==> config.mk <==
export PLATFORM = sky130hd
export DESIGN_NAME = fpu_op_scheduler
export DESIGN_NICKNAME = d
export VERILOG_FILES = /design/src/rtl/fpu_op_scheduler.sv
export SDC_FILE = /design/constraint.sdc
export NUM_CORES = 1
export LEC_CHECK = 0
export CORE_ASPECT_RATIO = 1.25
export CORE_UTILIZATION = 35
export CTS_BUF_LIST = sky130_fd_sc_hd__clkbuf_16
export CTS_CLUSTER_SIZE = 40
export DETAILED_ROUTE_END_ITERATION = 8
export MAX_ROUTING_LAYER = met4
export PLACE_DENSITY = 0.78
export SLEW_MARGIN = 20
export SYNTH_ARGS = -nofsm -noshare
export SYNTH_HDL_FRONTEND = slang
export SYNTH_SLANG_ARGS = --single-unit
==> constraint.sdc <==
create_clock -name clk -period 4 [get_ports clk]
set_input_delay 1 -clock clk [delete_from_list [all_inputs] [get_ports clk]]
set_output_delay 1 -clock clk [all_outputs]
set_load 0.005 [all_outputs]
==> src/rtl/fpu_op_scheduler.sv <==
// rtl/fpu_op_scheduler.sv - two-requester round-robin scheduler for one shared registered FP datapath
// Optional divide-by-zero trap (signed infinity, rsp_err, dz_sticky) enabled by FPU_SCHED_DZ_TRAP_EN.
module fpu_op_scheduler #(
    parameter int LAT = 1,
    parameter int W   = 32
) (
    input  logic         clk,
    input  logic         rst,
    input  logic         req0_valid,
    output logic         req0_ready,
    input  logic [1:0]   req0_op,
    input  logic [W-1:0] req0_a,
    input  logic [W-1:0] req0_b,
    input  logic         req1_valid,
    output logic         req1_ready,
    input  logic [1:0]   req1_op,
    input  logic [W-1:0] req1_a,
    input  logic [W-1:0] req1_b,
    output logic         dp_en,
    output logic [1:0]   dp_op,
    output logic [W-1:0] dp_a,
    output logic [W-1:0] dp_b,
    input  logic [W-1:0] dp_result,
    input  logic         dp_zero_div,
    output logic         rsp_valid,
    input  logic         rsp_ready,
    output logic         rsp_id,
    output logic [W-1:0] rsp_result,
`ifdef FPU_SCHED_DZ_TRAP_EN
    output logic         dz_sticky,
`endif
    output logic         rsp_err
);

    localparam int           CW     = 4;
    localparam logic [1:0]   OP_DIV = 2'b10;
    localparam logic [1:0]   OP_ILL = 2'b11;
    localparam logic [W-1:0] QNAN   = W'(32'h7FC0_0000);

    typedef enum logic [1:0] {
        IDLE  = 2'd0,
        ISSUE = 2'd1,
        WAIT  = 2'd2,
        RESP  = 2'd3
    } state_t;

    state_t         state;
    state_t         state_nx;
    logic           last_grant;
    logic           grant;
    logic           accept;
    logic [CW-1:0]  cnt;
    logic [1:0]     sel_op;
    logic [W-1:0]   sel_a;
    logic [W-1:0]   sel_b;
    logic [W-1:0]   cap_result;
    logic           cap_err;

    // A lone requester always wins; on a tie the one not served last time wins.
    always_comb begin
        grant = 1'b0;
        if (req0_valid && req1_valid) begin
            grant = ~last_grant;
        end else begin
            grant = req1_valid;
        end
    end

    assign req0_ready = (state == IDLE) && req0_valid && !grant;
    assign req1_ready = (state == IDLE) && req1_valid && grant;
    assign accept     = req0_ready || req1_ready;
    assign sel_op     = grant ? req1_op : req0_op;
    assign sel_a      = grant ? req1_a  : req0_a;
    assign sel_b      = grant ? req1_b  : req0_b;

    assign dp_en     = (state == ISSUE) || (state == WAIT);
    assign rsp_valid = (state == RESP);

`ifdef FPU_SCHED_DZ_TRAP_EN
    logic cap_dz;
    assign cap_dz = (dp_op == OP_DIV) && dp_zero_div;

    always_comb begin
        cap_result = dp_result;
        cap_err    = 1'b0;
        if (cap_dz) begin
            cap_result = {dp_a[W-1] ^ dp_b[W-1], 8'hFF, {(W-9){1'b0}}};
            cap_err    = 1'b1;
        end
    end
`else
    logic unused_dz;
    assign unused_dz  = dp_zero_div;
    assign cap_result = dp_result;
    assign cap_err    = 1'b0;
`endif

    always_comb begin
        state_nx = state;
        case (state)
            IDLE: begin
                if (accept) begin
                    state_nx = (sel_op == OP_ILL) ? RESP : ISSUE;
                end
            end
            ISSUE: state_nx = WAIT;
            WAIT: begin
                if (cnt == '0) begin
                    state_nx = RESP;
                end
            end
            RESP: begin
                if (rsp_ready) begin
                    state_nx = IDLE;
                end
            end
            default: state_nx = IDLE;
        endcase
    end

    // Operand/op registers double as the datapath drive and stay put until the next accept.
    always_ff @(posedge clk or posedge rst) begin
        if (rst) begin
            state      <= IDLE;
            last_grant <= 1'b1;
            cnt        <= '0;
            dp_op      <= '0;
            dp_a       <= '0;
            dp_b       <= '0;
            rsp_id     <= 1'b0;
            rsp_result <= '0;
            rsp_err    <= 1'b0;
`ifdef FPU_SCHED_DZ_TRAP_EN
            dz_sticky  <= 1'b0;
`endif
        end else begin
            state <= state_nx;
            case (state)
                IDLE: begin
                    if (accept) begin
                        last_grant <= grant;
                        rsp_id     <= grant;
                        dp_op      <= sel_op;
                        dp_a       <= sel_a;
                        dp_b       <= sel_b;
                        if (sel_op == OP_ILL) begin
                            rsp_result <= QNAN;
                            rsp_err    <= 1'b1;
                        end
                    end
                end
                ISSUE: cnt <= CW'(LAT - 1);
                WAIT: begin
                    if (cnt == '0) begin
                        rsp_result <= cap_result;
                        rsp_err    <= cap_err;
`ifdef FPU_SCHED_DZ_TRAP_EN
                        if (cap_dz) begin
                            dz_sticky <= 1'b1;
                        end
`endif
                    end else begin
                        cnt <= cnt - 1'b1;
                    end
                end
                default: ;
            endcase
        end
    end

endmodule

Yosys cells after proc, flatten, opt, wreduce, memory -nomap -nowiden --
Cells that the tools add are included. Widths: inputs -> output; s select.
Word-level totals: bits in writable memories 0, word-level logic and storage cells 55, bits in latches 0, register bits 107, output and inout port bits 104, memory bits (read-only) 0, memories kept 0
Cells by class: multiplexer cells 19, order comparisons 0, reductions and logical operators 16, $mul 0, shift operators 0, eq/ne operators 9, bitwise logic cells 1, $add $sub $neg 1, div/mod/pow operators 0
Operator list (number):
- $mux 32 | 5
- $pmux 32 s2 | 1
- $mux 2 | 5
- $pmux 2 s4 | 1
- $pmux 4 s2 | 1
- $eq 2x2->1 const B | 3
- $ne 2x1->1 const B | 3
- $logic_and 1x1->1 | 5
- $logic_not 4->1 | 1
- $mux 1 | 4
- $mux 4 | 1
- $ne 2x2->1 const B | 2
- $reduce_and 2->1 | 2
- $reduce_and 4->1 | 1
- $reduce_bool 2->1 | 2
- $sub 4x1->4 const B | 1
- $reduce_and 3->1 | 1
- $eq 2x1->1 const B | 1
- $logic_not 2->1 | 1
- $logic_or 1x1->1 | 2
- $pmux 1 s2 | 1
- $logic_not 1->1 | 1
- $not 1->1 | 1

Longest topological paths before layout --
depth in word-level cells 7, depth in mapped cells 8, depth with buffers taken out 6

Least setup slack after synthesis --
Ideal clock, no wire load.
path kind input port to output port, from input req1_valid, to output req0_ready, cell stages on the path 5, buffers on the path 3, arrival 1.931 ns, data required time 3.000 ns, setup slack 1.069 ns, path through a21bo_1 -> buf_6 -> buf_2 -> clkbuf_1 -> and3_1
On the way: longest elaborated chain between the ends 4
Ends and longest elaborated chain:
- from (decl) | RTL line 14 | input logic req1_valid,
- $logic_and 1x1->1 | RTL line 62 | if (req0_valid && req1_valid) begin
- $mux 1 * | RTL line 62
- $logic_not 1->1 * | RTL line 69 | assign req0_ready = (state == IDLE) && req0_valid && !grant;
- $logic_and 1x1->1 * | RTL line 69
- to (decl) | RTL line 10 | output logic req0_ready,
Every way passes the cells marked *; elsewhere a longest branch is shown, timed or not.

Final worst setup path --
from input req0_valid, to output req0_ready
On the way: longest elaborated chain between the ends 4, elaborated cells on any way between the ends 5, classes of those cells mux (1); reduce/logical (4)
Ends and longest elaborated chain:
- from (decl) | RTL line 9 | input logic req0_valid,
- $logic_and 1x1->1 | RTL line 62
- $mux 1 | RTL line 62
- $logic_not 1->1 | RTL line 69
- $logic_and 1x1->1 * | RTL line 69
Marks and branches as above.

==> metrics.csv <==
metric,value,unit
drive_gt1_frac,0.0433,
ys_seq_area_frac,0.562,
power_frac_seq,0.354,
multi_input_area,1860,sq um
drc_errors,0,
numClockSinks,107,
cts_root_buffer,clkbuf_16,
dp_hpwl,11.1,mm
ios,274,
ys_types,34,
routedWlPerCell,16.1,microns
p_sw,1.80,mW
seq_area,2680,sq um
syn-num-nets,681,
power_density,679,nW/um^2
postCtsSetupRepairBufs,0,
power.internal,3.56,mW
numPortBuffers,272,
grt_pass1_vias,4671,
setup.worst_path.start_class,input pin,
cts.path.max_buffers,2,
grt_max_degree,75,
p_leak,3.34,nW
p_sw_frac,0.336,
core,13300,sq um
fin_cells,934,
crit_path_max_fanout,6,
synthToLayoutAreaGrowth,65.5,%
start_util,0.359,
tns,0,ns
insertion_delay,0.34,ns
antenna_found_initial,0,
fin_total_pwr,5.36,mW
whs,0.498,ns
rsz0062_at_grt,no,
synth-edff-count,0,
ys_ff_latch,107,
outcome,"complete, no violations",
hold_class,reg -> reg,
vias_per_cell,5.00,
place_worst_setup_slack,0.450,ns
cts-resized-gates,0,
track_usage,0.218,
rows,47,
critPathKind,in -> out,
drv_slew,0,
setup_viol,0,
clkTransAtPathRegs,0.07,ns
relSlewSlack,0.458,
synthTopCellsByArea,"dfrtp_1, nand2_1, a31oi_1",
yosysTopAreaCell,dfrtp_1,
setup_ws,0.437,ns
fin_nets,935,
worst_pin_slew,0.813,ns
overflow,0,
n_antenna_cell,0,
fin_skew,0.00953,ns
endpoint_kind,primary output,
die_area,14100,sq um
synth_top_area_frac,0.556,
htree_levels,3,
antenna_left,0,
ir_drop,0.000450,V
cts_buffers,9,
synth_area,4770,sq um
fin_crit_sh,0.891,
via_count,4670,
max_cap_viol_count,0,
wl,15.0,mm
dp.cells,918,
power.clock.fraction,0.155,
drt_pass1_iterations,6,
die_x,106,microns
pwr-share-comb,0.491,
syn-instance-count,504,
fin_crit,3.56,ns
syn_avg_cell_area,9.46,sq um
fmax,281,MHz
nFillCells,1180,
async_reset_ff_frac,1.00,
gp_routability_congestion,0.852,
die_y,133,microns
ys.flop_type,dfrtp_1,
arrival,2.56,ns
drt_iter0_drc,234,
grt_pass1_wl,23.5,mm
finalHoldViolCount,0,
critPathRequiredTime,3.00,ns
cts_tree,done,
synth_warnings,0,
cts.hold.buffers_added,0,
[synthesized netlist by cell type (all sizes together) (2+ instances only)]
master   count
ha           7
dfrtp      106
o21ai        3
nand3        4
a2bb2oi      9
nor2b        3
nand2      137
clkbuf      12
a21o         2
mux2i        6
nor2        69
a31oi       67
buf         24
and2         2
nand2b       2
inv         15
a22o        24
[per-stage QoR]
stage	util	area [sq um]
2_1_floorplan	-	4770
3_3_place_gp	0.573	7620
3_5_place_dp	0.573	7620
4_1_cts	0.594	7890
5_1_grt	0.594	7890
6_report	0.594	7890
[metal layers]
| layer | track usage | part of all wire | wire (microns) | vias to the layer above |
|---|---|---|---|---|
| li1 | - | - | - | 2214 |
| met1 | 0.247 | 0.40 | 6050 | 2213 |
| met2 | 0.375 | 0.51 | 7640 | 211 |
| met3 | 0.0448 | 0.062 | 926 | 32 |
| met4 | 0.0810 | 0.028 | 422 | 0 |
| met5 | - | 0 | 0 | - |
[flip-flops by register name, indices dropped and copies added (netlist names)]
name        cells
dp_a           32
dp_b           32
rsp_result     32
cnt             4
dp_op           2
state           2
last_grant      1
rsp_err         1
rsp_id          1
[placed cells by master, fill, tap and decap left out, types with 2 or more instances in the layout]
master           Yosys  layout
nand2b_1             2       2
clkinv_2             0       3
nor2b_1              3       2
inv_1               15      14
nor2_1              69      69
mux2i_1              5       5
buf_4                0       5
nand3_1              4       4
a22o_1              24      24
nand2_1            136     136
a21o_1               2       2
a31oi_1             66      66
dfrtp_1            106     106
a2bb2oi_1            9       9
and2_1               2       2
clkbuf_16            0       9
buf_12               0       2
clkdlybuf4s50_1      0     272
o21ai_0              3       3
ha_1                 7       7
inv_6                0       3
[final cells by class]
cell class / count / area share
Clock buffer: 9 / 0.0285
Clock inverter: 7 / 0.00618
Inverter: 15 / 0.00745
Multi-Input combinational cell: 346 / 0.236
Sequential cell: 107 / 0.340
Tap cell: 171 / 0.0271
Timing Repair Buffer: 279 / 0.355
[power by group through the flow]
stage	combinational (mW)	sequential (mW)	clock, mW
2_1_floorplan	1.15	1.93	0
4_1_cts	2.66	1.90	0.859
3_5_place_dp	2.64	1.92	0
6_report	2.63	1.90	0.831
3_3_place_gp	2.58	1.88	0
5_1_grt	2.85	1.96	0.902
[logic make-up after synthesis]
family / after synthesis / share of synthesized area
AO/OA/AOI/OAI: 110 / 0.167
XOR/XNOR: 1 / 0.00184
adder cells (fa/ha/maj): 7 / 0.0184
buffers and inverters: 51 / 0.0512
flip-flops: 107 / 0.562
multiplexers: 6 / 0.0152
AND/OR/NAND/NOR: 222 / 0.184
[critical path: stages]
cell and delay [ns]:
clkdlybuf4s50_1 0.62, a21bo_2 0.26, and3_1 0.19, clkdlybuf4s50_1 0.50
[final timing paths]
| check | startpoint | slack (ns) | cells after the start | to |
|---|---|---|---|---|
| max | req0_valid | 0.44 | 4 | req0_ready |
| min | rsp_id$_DFFE_PP0P_ | 0.50 | 1 | rsp_id$_DFFE_PP0P_ |
| max reg2reg | state[0]$_DFFE_PP0P_ | 1.71 | 6 | rsp_result[18]$_DFFE_PP0P_ |
| min reg2reg | rsp_id$_DFFE_PP0P_ | 0.50 | 1 | rsp_id$_DFFE_PP0P_ |
| max in group asynchronous | rst | 2.09 | 3 | last_grant$_DFFE_PP1P_ |
| min in group asynchronous | rst | 1.13 | 2 | dp_b[9]$_DFFE_PP0P_ |
No activity file was read; power rests on OpenSTA's default activity.
